==> config.mk <==
export PLATFORM = sky130hd
export DESIGN_NAME = pc_addr_ir_flat
export DESIGN_NICKNAME = d
export VERILOG_FILES = /design/src/rtl/pc_addr_ir_pkg.sv /design/src/rtl/pc_addr_ir_if.sv /design/src/rtl/reg_file16.sv /design/src/rtl/pc_addr_ir.sv /design/src/flat_wrapper.sv
export SDC_FILE = /design/constraint.sdc
export NUM_CORES = 1
export LEC_CHECK = 0
export ABC_AREA = 1
export BUFFER_PORTS_ARGS = -buffer_cell sky130_fd_sc_hd__buf_4
export CORE_MARGIN = 10
export CORE_UTILIZATION = 54
export DETAILED_ROUTE_END_ITERATION = 8
export GPL_ROUTABILITY_DRIVEN = 0
export PLACE_DENSITY = 0.76
export SYNTH_ARGS = -nofsm -noshare
export SYNTH_HDL_FRONTEND = slang
export SYNTH_SLANG_ARGS = --single-unit
==> constraint.sdc <==
create_clock -name clk -period 1.5 [get_ports clk]
set_input_delay 0.15 -clock clk [delete_from_list [all_inputs] [get_ports clk]]
set_output_delay 0.15 -clock clk [all_outputs]
set_load 0.01 [all_outputs]
==> src/rtl/pc_addr_ir_pkg.sv <==
// Shared constants, types and the immediate sign-extender for the pc_addr_ir datapath slice.
package pc_addr_ir_pkg;

  localparam int unsigned DATA_W   = 16;
  localparam int unsigned ID_W     = 4;
  localparam int unsigned IMM_W    = 12;
  localparam int unsigned RF_DEPTH = 2 ** ID_W;

  // Register-ID field deliberately overlaps the upper immediate bits.
  localparam int unsigned ID_MSB  = 11;
  localparam int unsigned ID_LSB  = 8;
  localparam int unsigned IMM_MSB = 11;

  typedef logic [DATA_W-1:0] word_t;
  typedef logic [ID_W-1:0]   reg_id_t;

  function automatic word_t sign_ext12(input logic [IMM_W-1:0] imm);
    return {{(DATA_W - IMM_W){imm[IMM_MSB]}}, imm};
  endfunction

endpackage

==> src/rtl/pc_addr_ir_if.sv <==
// Control/data bundle between fetch, the pc_addr_ir slice and the ALU/memory stage.
interface pc_addr_ir_if;
  import pc_addr_ir_pkg::*;

  logic  enable;
  word_t instruction;
  logic  set_id;
  logic  write;
  word_t data_in;
  logic  cr_write;
  word_t cr_data_in;
  word_t read_data_a;
  word_t cool_data;
  word_t seout;

  modport master (
    output enable, instruction, set_id, write, data_in, cr_write, cr_data_in,
    input  read_data_a, cool_data, seout
  );

  modport slave (
    input  enable, instruction, set_id, write, data_in, cr_write, cr_data_in,
    output read_data_a, cool_data, seout
  );

endinterface

==> src/rtl/reg_file16.sv <==
// 16-entry register file: asynchronous read, synchronous write, asynchronous active-low clear.
module reg_file16
  import pc_addr_ir_pkg::*;
(
  input  logic    clk,
  input  logic    rst_n,
  input  logic    we_i,
  input  reg_id_t addr_i,
  input  word_t   wdata_i,
  output word_t   rdata_o
);

  word_t mem_q [RF_DEPTH];

  always_ff @(posedge clk or negedge rst_n) begin
    if (!rst_n) begin
      for (int unsigned i = 0; i < RF_DEPTH; i++) begin
        mem_q[i] <= '0;
      end
    end else if (we_i) begin
      mem_q[addr_i] <= wdata_i;
    end
  end

  // No write-through bypass: a written value appears after the write edge.
  assign rdata_o = mem_q[addr_i];

endmodule

==> src/rtl/pc_addr_ir.sv <==
// Front-end datapath slice: IR, immediate sign-extender, ID-addressed register file and CR.
// Define CR_BYPASS_EN to forward a pending CR load combinationally onto cool_data.
module pc_addr_ir
  import pc_addr_ir_pkg::*;
(
  input logic         clk,
  input logic         rst_n,
  pc_addr_ir_if.slave bus
);

  word_t   ir_q;
  word_t   cr_q;
  reg_id_t id_q;
  word_t   rf_rdata;

  // ID samples the pre-edge IR, so a freshly loaded instruction needs set_id a cycle later.
  always_ff @(posedge clk or negedge rst_n) begin
    if (!rst_n) begin
      ir_q <= '0;
      id_q <= '0;
      cr_q <= '0;
    end else begin
      if (bus.enable) begin
        ir_q <= bus.instruction;
      end
      if (bus.set_id) begin
        id_q <= ir_q[ID_MSB:ID_LSB];
      end
      if (bus.cr_write) begin
        cr_q <= bus.cr_data_in;
      end
    end
  end

  reg_file16 u_reg_file (
    .clk     (clk),
    .rst_n   (rst_n),
    .we_i    (bus.write),
    .addr_i  (id_q),
    .wdata_i (bus.data_in),
    .rdata_o (rf_rdata)
  );

  assign bus.read_data_a = rf_rdata;
  assign bus.seout       = sign_ext12(ir_q[IMM_MSB:0]);

`ifdef CR_BYPASS_EN
  assign bus.cool_data = bus.cr_write ? bus.cr_data_in : cr_q;
`else
  assign bus.cool_data = cr_q;
`endif

  // Opcode bits are consumed downstream, not here.
  logic unused_ir_hi;
  assign unused_ir_hi = ^ir_q[DATA_W-1:IMM_W];

endmodule

==> src/flat_wrapper.sv <==
// flat-port wrapper written by rule: the top's interface ports become plain ports
module pc_addr_ir_flat import pc_addr_ir_pkg::*;
  (clk, rst_n, bus_enable, bus_instruction, bus_set_id, bus_write, bus_data_in, bus_cr_write, bus_cr_data_in, bus_read_data_a, bus_cool_data, bus_seout);
  pc_addr_ir_if bus_i ();
  input logic clk;
  input logic rst_n;
  input wire logic [$bits(bus_i.enable)-1:0] bus_enable;
  input wire logic [$bits(bus_i.instruction)-1:0] bus_instruction;
  input wire logic [$bits(bus_i.set_id)-1:0] bus_set_id;
  input wire logic [$bits(bus_i.write)-1:0] bus_write;
  input wire logic [$bits(bus_i.data_in)-1:0] bus_data_in;
  input wire logic [$bits(bus_i.cr_write)-1:0] bus_cr_write;
  input wire logic [$bits(bus_i.cr_data_in)-1:0] bus_cr_data_in;
  output wire logic [$bits(bus_i.read_data_a)-1:0] bus_read_data_a;
  output wire logic [$bits(bus_i.cool_data)-1:0] bus_cool_data;
  output wire logic [$bits(bus_i.seout)-1:0] bus_seout;
  assign bus_i.enable = bus_enable;
  assign bus_i.instruction = bus_instruction;
  assign bus_i.set_id = bus_set_id;
  assign bus_i.write = bus_write;
  assign bus_i.data_in = bus_data_in;
  assign bus_i.cr_write = bus_cr_write;
  assign bus_i.cr_data_in = bus_cr_data_in;
  assign bus_read_data_a = bus_i.read_data_a;
  assign bus_cool_data = bus_i.cool_data;
  assign bus_seout = bus_i.seout;
  pc_addr_ir u_core (.clk(clk), .rst_n(rst_n), .bus(bus_i));
endmodule
==> impl.org, run 1 <==
** Status
- Run status :: complete, but fails checks
- The final reports fail on negative setup slack.

** Synthesis
- Mux contribution to synthesized area :: ~2.4%
- Of the total synthesized cell area, the portion taken by full adders, half adders and majority gates is 0%.
- Yosys reg bits :: between 200 and 300
- Unique cell type count in the Yosys netlist :: 19
- Count of flip-flops with a built-in enable after synthesis :: 0
- Xor and xnor fraction of the mapped netlist area :: 0%
- Leading cell type by number of instances after synthesis :: nand2_1
- The number of nets in the synthesized netlist is 1776.
- FFs w/ async S/R, synth :: between 90% and 100%
- Dominant register cell in the synthesized netlist :: dfrtp_1
- By area, the combinational part of the netlist is dominated by simple AND/OR/NAND/NOR gates.
- Summing the areas of all and, or, nand and nor instances in the mapped netlist gives about 28% of the synthesized area.
- Part of the Yosys area used for sequential elements :: 54.47%
- Mapped cell area :: 0.01323 mm2
- By count the netlist is led by nand2_1 (829), dfrtp_1 (288), nor2_1 (132).
- Synthesized instance count :: 1722
- After synthesis, the cell types taking the most area are dfrtp_1 (54%), nand2_1 (24%), a21oi_1 (4.8%).
- dfrtp_1 takes more of the synthesized area than any other cell.
- Synthesized-area fraction occupied by ao, oa, aoi and oai cells :: 9.835%
- Average footprint of a synthesized cell :: 7.683 um2
- Yosys printed 0 warnings.
- After synthesis, the largest area contributor takes up 54.47% of total cell area.

** Detailed routing
- WL/cell :: approximately 21 um
- Total number of vias :: roughly 13000
- DR iter-0 viols :: between 1500 and 2000
- Detailed-routing iteration count for the pre-antenna-repair pass :: 7
- Post-Route WL :: around 47000 um
- Antenna viol nets, final :: 0
- Drc violations :: 0
- Dividing the detail-routed via count by the number of cells gives between 5 and 6.

** Die
- Cell Rows :: 57
- Chip Height :: 176.5 um
- Floorplan die width :: approximately 180 um
- Core footprint :: roughly 0.024 mm2
- The die covers ~0.031 mm2.
- I/O pin count :: 102
- Once the floorplan was initialized, standard cells occupied 54.56% of the core.

** Critical path
- Beginning of the worst register-to-register path :: u_core.id_q[0]
- Maximum single-stage delay on the critical path :: 540 ps
- CP max FO :: 17
- For the worst setup path, the data required time is 1350 ps.
- Critical Path AT :: around 2200 ps
- On the critical path, the stage with the largest delay is an instance of dfrtp_4.
- Kind of cell adding the most delay to the critical path :: flip-flops
- The critical path contains buffers and inverters numbering 4 combined.
- The endpoint identified for the worst register-to-register timing path is u_core.u_reg_file.mem_q[183].
- The worst setup path is launched from a register.
- Critical path, cell by cell :: buf_12 > buf_16 > nand2_1 > nand2_1 > nand2_1 > nand2_1 > nand2_1 > nand2_2 > inv_2 > nand2_2 > buf_6
- Cell mode on critical path :: nand2_1
- Critical path class :: reg -> out
- Capturing element type of the critical path :: primary output
- Length in cells of the worst reg-to-reg path :: 7
- Slack of the worst reg-to-reg path :: -650 ps

** STA
- Hold Violations, Final :: 0
- Setup repair after global routing could not meet its margin everywhere.
- At the pin with the least slew margin, the transition time is between 600 and 700 ps.
- Setup violation total in the final timing report :: roughly 270
- The worst path in the final design needs a cycle of ~2300 ps, including I/O delays and setup.
- Headroom to the max-slew limit came out at roughly 56%.
- Hold Worst Slack :: about 26 ps
- Worst Slack Setup Final :: -846.7 ps
- Max-slew violation count :: 0
- Across the routed clock network, the largest skew measured is just over 10 ps.
- After layout, the worst path uses 156.4% of the clock period.
- Derived from the worst setup path, the maximum achievable clock frequency is around 0.43 GHz.

** GRT
- Global-route wire length before repair :: approximately 66000 um
- Entering global routing, the biggest net connects between 50 and 60 pins.
- Grt total ovfl :: 0
- Number of antenna violations at the first check in global routing :: 0
- All-layer global routing usage :: around a quarter
- Most crowded layer after global routing :: met2
- Met3 Use GR :: 5.147%
- For this run, global-route usage on met2 was measured as a little over two fifths.
- The number of global-route vias before repair came to between 10000 and 15000.
- Global routing consumed, on the met1 layer, 33.78% of the routing resources.

** Final layout
- At the end of the flow, the number of nets in the layout was about 2000.
- The finished layout holds about 2200 standard cells, fillers aside.
- Summing all flip-flop and latch instances after layout gives between 0.007 and 0.008 mm2.
- Multi-input gate area in the final layout :: ~0.0058 mm2
- The number of antenna diodes in the final layout is 0.
- Filler Cells Inserted :: between 1500 and 2000
- P&R area growth vs syn :: 34.64%
- Layout cell share with drive strength beyond 1 :: between 20 and 25%

** Clocking
- TritonCTS created 30 clock buffers.
- Clock latency on the worst-skew pair :: between 500 and 600 ps
- Clock-pin slew was measured on the worst setup and hold paths at ~60 ps.
- TritonCTS built the clock tree.
- In this run the deepest clock path goes through 3 buffers.
- H-tree Lvls :: 1
- Clock Tree Root :: clkbuf_16
- Number of clock sinks :: 288

** Place
- In this run, placement finished with an instance count of 2101.
- The count of buffers added on input and output ports is 97.
- Detailed placer's ending HPWL :: 23240 um

** Min path
- Worst hold path class :: in -> reg
- The worst hold path terminates at u_core.bus.cool_data[0].
- The worst hold path passes through 2 cells.
- The worst hold path begins at bus_cr_write.

** Power
- Largest vdd supply drop :: about 0.0012 V
- Static power due to leakage :: ~0.009 uW
- Power Dens Cells :: approximately 1700 mW/mm2

** Job
- Max-cap violations in this run came to 0.
## stage by stage
step           utilization, %  total power [uW]  worst slack [ps]  cell area (um2)  setup TNS [ps]
3_3_place_gp            61.33             19810            -239.7            14870          -34990
2_1_floorplan               -             17500             7.392            13240               0
3_5_place_dp            61.33             20200            -347.9            14870          -48690
6_report                73.46             30480            -846.7            17810          -88310
4_1_cts                 70.37             29000            -732.9            17060          -49750
5_1_grt                 73.46             32180            -895.6            17810         -102050
## what timing repair did
item,4_1_cts,5_1_grt
setup endpoints to repair,272,272
cloned,12,11
hold endpoints to repair,320,0
resized for setup,63,173
hold buffers,42,0
buffers inserted,14,10
pin swaps,6,12
## power by group
part	leakage, uW	switching [uW]	internal (uW)
logic	0.00496	5250	4090
clock network	0.000539	3180	5080
registers	0.00348	2020	10900
total	0.00897	10500	20000
## registers in the layout, indices dropped and copies added, names as in the netlist
signal / flops
u_core.u_reg_file.mem_q: 256
u_core.bus.cool_data: 16
u_core.ir_q: 12
u_core.id_q: 4
## per-layer routing
metal,up-vias,wire length [um],part of all wire [%]
li1,5714,-,-
met1,6044,16820,36
met2,804,21470,46
met3,234,5369,11
met4,0,3181,6.8
met5,-,0,0
## worst max path at each step
stage | slack [ps] | endpoint | depth (start not counted) | start
after floorplan | 7 | bus_read_data_a[0] | 11 | u_core.id_q[0]
after global placement | -240 | u_core.u_reg_file.mem_q[61] | 7 | u_core.id_q[0]
after detailed placement | -350 | u_core.u_reg_file.mem_q[42] | 7 | u_core.id_q[0]
after CTS | -730 | bus_read_data_a[8] | 11 | u_core.id_q[0]
after global routing | -900 | bus_read_data_a[2] | 11 | u_core.id_q[0]
final | -850 | bus_read_data_a[2] | 11 | u_core.id_q[0]
## final cells by class
cell class / count / area share (%)
Sequential cell: 288 / 40.50
Multi-Input combinational cell: 1260 / 32.30
Timing Repair Buffer: 259 / 17.43
Clock buffer: 42 / 4.924
Tap cell: 324 / 2.276
Inverter: 57 / 1.285
Clock inverter: 13 / 1.222
Timing Repair inverter: 1 / 0.06322
## cells in the final DEF, fill, tap and decap left out, types with 2 or more instances in the layout
master	instances
bufinv_16	6
buf_8	4
clkinv_2	6
a21oi_2	9
buf_16	8
buf_4	124
dfrtp_1	284
nand2_4	11
clkbuf_16	41
o21ai_0	96
dfrtp_2	3
dlygate4sd3_1	42
nor2_2	10
o21ai_2	7
clkbuf_8	6
buf_12	41
nand3_4	2
nor3_4	2
mux2_2	28
o21ai_1	29
nand2_2	62
clkbuf_1	5
bufbuf_16	3
a21oi_1	119
inv_1	41
nor2_4	13
nand2_1	755
buf_6	27
nor2_1	116
inv_2	13
## logic make-up (layout without fill, tap and decap cells)
group                  Yosys count  in the layout
AND/OR/NAND/NOR                972            972
flip-flops                     288            288
multiplexers                    28             28
AO/OA/AOI/OAI                  260            260
buffers and inverters          174            372
## worst reg2reg max path, cell delays in order, from the launching register on
cell	delay, ps
dfrtp_4	540
buf_12	190
buf_4	160
nor3_4	250
buf_6	170
nand2_1	120
buf_12	200
o21ai_0	390
(Power assumes the default switching activity.)
==> inputs of run 2 (changes only) <==
- ABC_AREA: 1 -> unset
- GPL_ROUTABILITY_DRIVEN: 0 -> unset
==> run 2 against run 1 <==
  * The flow still finishes with violations (negative setup slack)
  * Largest power group unchanged
  * Hold slack improved by 16 ps
  * Combinational power rose by 11%
  * Total power rose by 1.1%
  * Synthesized area fell by 2.9%
==> impl.org, run 2 <==
** Status
- Run status :: complete, but fails checks (unchanged)
- Violated checks: negative setup slack (unchanged).

** Min path
- Worst hold path class :: in -> reg (unchanged)

** Place
- Placement-stage cell area :: 0.01457 mm2 (was 0.01487 mm2)
- Post-placement setup slack :: -491.1 ps (was -347.9 ps)
- The HPWL after detailed placement was 21460 um (was 23240 um).
- Routability-driven placement congestion ratio :: 0.8443
- The number of buffers added on ports is 97 (unchanged).

** Detailed routing
- The first-iteration detailed-routing DRC count is 477 (was 1627).
- Drc violations :: 0 (unchanged)
- Antenna viol nets, final :: 0 (unchanged)
- Post-Route WL :: 36330 um (was 46840 um)
- The number of iterations in the first detailed-routing pass was 5 (was 7).
- Via density per instance :: 6.090 (was 5.702)
- WL/cell :: 26.87 um (was 20.87 um)
- Total number of vias :: 8234 (was 12800)

** STA
- Post-Route Skew :: 10.67 ps (was 10.26 ps)
- Hold Worst Slack :: 41.22 ps (was 25.64 ps)
- Post-route fraction of the period consumed by the critical path :: 163.6% (was 156.4%)
- Min cycle time layout :: 2454 ps (was 2347 ps)
- Max-slew headroom at the worst pin :: 76.41% (was 56.22%)
- Setup violation total in the final timing report :: 272 (unchanged)
- The worst setup slack after layout was -953.7 ps (was -846.7 ps).
- Slew of the pin with the lowest slew margin :: 353.9 ps (was 655.9 ps)
- Unrepaired setup endpoints after global routing :: true (unchanged)
- Max-slew violation count :: 0 (unchanged)
- The final hold violation count came to 0 (unchanged).
- The highest clock rate was 0.4075 GHz (was 0.4261 GHz).

** Synthesis
- The library cell occupying the most area in the post-synthesis netlist is dfrtp_1 (unchanged).
- Post-Synthesis Net Count :: 838 (was 1776)
- The predominant post-synthesis flop cell is dfrtp_1 (unchanged).
- Leading cell type by number of instances after synthesis :: dfrtp_1 (was nand2_1)
- Mapped cell area :: 0.01285 mm2 (was 0.01323 mm2)
- The synthesized netlist cell count came to 784 (was 1722).
- The warning count from the yosys run came to 0 (unchanged).
- Yosys reg bits :: 288 (unchanged)
- Unique cell type count in the Yosys netlist :: 26 (was 19)
- Area contributors post-synth: dfrtp_1 (56%), mux2_2 (24%), mux4_2 (11%) (was dfrtp_1 (54%), nand2_1 (24%), a21oi_1 (4.8%)).
- Fraction of post-synthesis cell area in the top cell type by area :: 56.07% (was 54.47%)
- The register area share after synthesis came to 56.07% (was 54.47%).
- Count of flip-flops with a built-in enable after synthesis :: 0 (unchanged)
- The post-synthesis async set-or-reset flop share came to 100.0% (unchanged).
- Top cells by instance count after synthesis: dfrtp_1 (288), mux2_2 (277), mux4_2 (64) (was nand2_1 (829), dfrtp_1 (288), nor2_1 (132)).
- The average footprint of a synthesized cell was 16.39 um2 (was 7.683 um2).

** Critical path
- The category of the worst setup path capture point is a primary output (unchanged).
- Worst path required time :: 1350 ps (about the same)
- The arrival time of the worst setup path came to 2300 ps (was 2200 ps).
- Critical path class :: reg -> out (unchanged)
- CP max FO :: 9 (was 17)
- Element type at the critical path start :: register (unchanged)

** GRT
- The number of antenna violations at the first check in global routing is 4 (was 0).
- Met3 Use GR :: 5.525% (was 5.147%)
- Global-route wire length before repair :: 55860 um (was 66160 um)
- The most utilized layer in the global route result is met2 (unchanged).
- All-layer global routing usage :: 23.21% (was 26.42%)
- GRT met1 Usage :: 28.99% (was 33.78%)
- The number of global-route vias before repair came to 9241 (was 12110).
- The residual overflow from global routing is 0 (unchanged).
- Pin count of the biggest net entering global routing :: 58 (was 51)
- The met2 track demand over resource was 38.75% (was 43.28%).

** Clocking
- Buffer depth of the longest clock path :: 3 (unchanged)
- The number of buffers created by CTS is 29 (was 30).
- Clock transition at the registers of the reported paths :: 60 ps (about the same)
- The buffer type at the clock tree root was clkbuf_16 (unchanged).
- Number of clock sinks :: 288 (unchanged)
- The depth of the CTS H-tree came to 1 (unchanged).
- Clock latency on the worst-skew pair :: 550 ps (was 570 ps)
- The clock tree from TritonCTS was yes (unchanged).

** Final layout
- P&R area growth vs syn :: 33.32% (was 34.64%)
- Largest register by flop count :: u_core.u_reg_file.mem_q (unchanged)
- The share of post-route cells with drive strength above 1 came to 64.24% (was 22.50%).
- Most frequent standard cell in the layout excluding fill and tap cells :: dfrtp_1 (was nand2_1)
- The final-stage net count was 1064 (was 1951).
- Commonest cells after routing, fill and taps aside: dfrtp_1 (285), mux2_2 (195), buf_4 (122) (was nand2_1 (755), dfrtp_1 (284), buf_4 (124)).
- Final standard cell area without fillers :: 0.01714 mm2 (was 0.01781 mm2)
- The final core area utilization was 73.00% (was 73.46%).
- Number of flip-flops under the largest register name :: 256 (unchanged)

** Power
- The areal power density over the cells is 1799 mW/mm2 (was 1711 mW/mm2).
- Static power due to leakage :: 0.007495 uW (was 0.008973 uW)
- The power after layout was 30820 uW (was 30480 uW).
- The peak supply drop came to 0.0009567 V (was 0.001169 V).

** Job
- Maximum Capacitance Violations :: 0 (unchanged)

** Die
- The die area was 0.03037 mm2 (was 0.03116 mm2).
- Floorplan die width :: 174.3 um (was 176.5 um)
- The floorplan row count came to 56 (was 57).
- Initial Util :: 54.75% (was 54.56%)
- The area of the placeable core was 0.02347 mm2 (was 0.02425 mm2).
- The die outline height is 174.3 um (was 176.5 um).
- The count of pins on the block boundary is 102 (unchanged).
run 2: cell count changes after synthesis, sizes merged, moves of 36 or more:
cell    change
nand2     -811
mux2      +260
nor2      -132
o21ai     -132
a21oi     -128
mux4       +64
inv        -56
clkbuf     -36
run 2: worst paths after layout:
kind	start	to	slack (ps)	depth (start not counted)
max reg2reg	u_core.id_q[0]	u_core.u_reg_file.mem_q[228]	-660	9
min reg2reg	u_core.u_reg_file.mem_q[156]	u_core.u_reg_file.mem_q[156]	500	1
min in group asynchronous	rst_n	u_core.bus.cool_data[7]	70	2
max	u_core.id_q[0]	bus_read_data_a[5]	-950	6
min	bus_cr_write	u_core.bus.cool_data[11]	40	2
max in group asynchronous	rst_n	u_core.u_reg_file.mem_q[115]	780	3
run 2: through the flow:
stage	setup TNS, ps	instances
3_5_place_dp	-98750	1211
2_1_floorplan	-26710	784
6_report	-133140	1352
5_1_grt	-145570	1349
3_3_place_gp	-91530	1211
4_1_cts	-143900	1346
run 2: cell type report:
class                      count  area, um2
antenna                        4      10.01
clock buffer                  44      852.1
clock inverter                 6      58.81
fill                        1311       6337
multi-input combinational    429       5862
sequential                   288       7213
tap                          319      399.1
timing repair buffer         262       2740
run 2: report_power, final:
group	total [uW]	switching, uW	internal, uW	leakage [uW]
Combinational	10400	3720	6640	0.00356
Clock	7010	2960	4050	0.000451
Sequential	13400	2130	11300	0.00349
Total	30800	8810	22000	0.00750
run 2: cell families (layout without fill, tap and decap cells):
| family | Yosys count | in the layout | synth area share [%] |
|---|---|---|---|
| multiplexers | 352 | 352 | 36.74 |
| other | 0 | 4 | 0 |
| flip-flops | 288 | 288 | 56.07 |
| AND/OR/NAND/NOR | 45 | 45 | 2.405 |
| buffers and inverters | 67 | 312 | 2.911 |
| AO/OA/AOI/OAI | 32 | 32 | 1.869 |
run 2: metal layers:
metal	vias to the layer above	share of wire (%)
met4	2	4.1
li1	3360	-
met5	-	0.036
met2	352	50
met3	83	7.1
met1	4437	39
run 2: timing repair:
| item | in CTS | in global routing |
|---|---|---|
| gates cloned | 11 | 3 |
| gates resized for setup | 156 | 42 |
| setup endpoints to repair | 272 | 272 |
| hold buffers | 58 | 0 |
| setup buffers | 17 | 2 |
| pin swaps | 24 | 24 |
| endpoints found under the hold margin | 542 | 0 |
run 2: critical path: stages (launching register included):
cell and delay, ps:
dfrtp_4 440, buf_12 160, buf_12 160, mux4_2 520
a22oi_2 220, nand2_1 120, buf_6 140
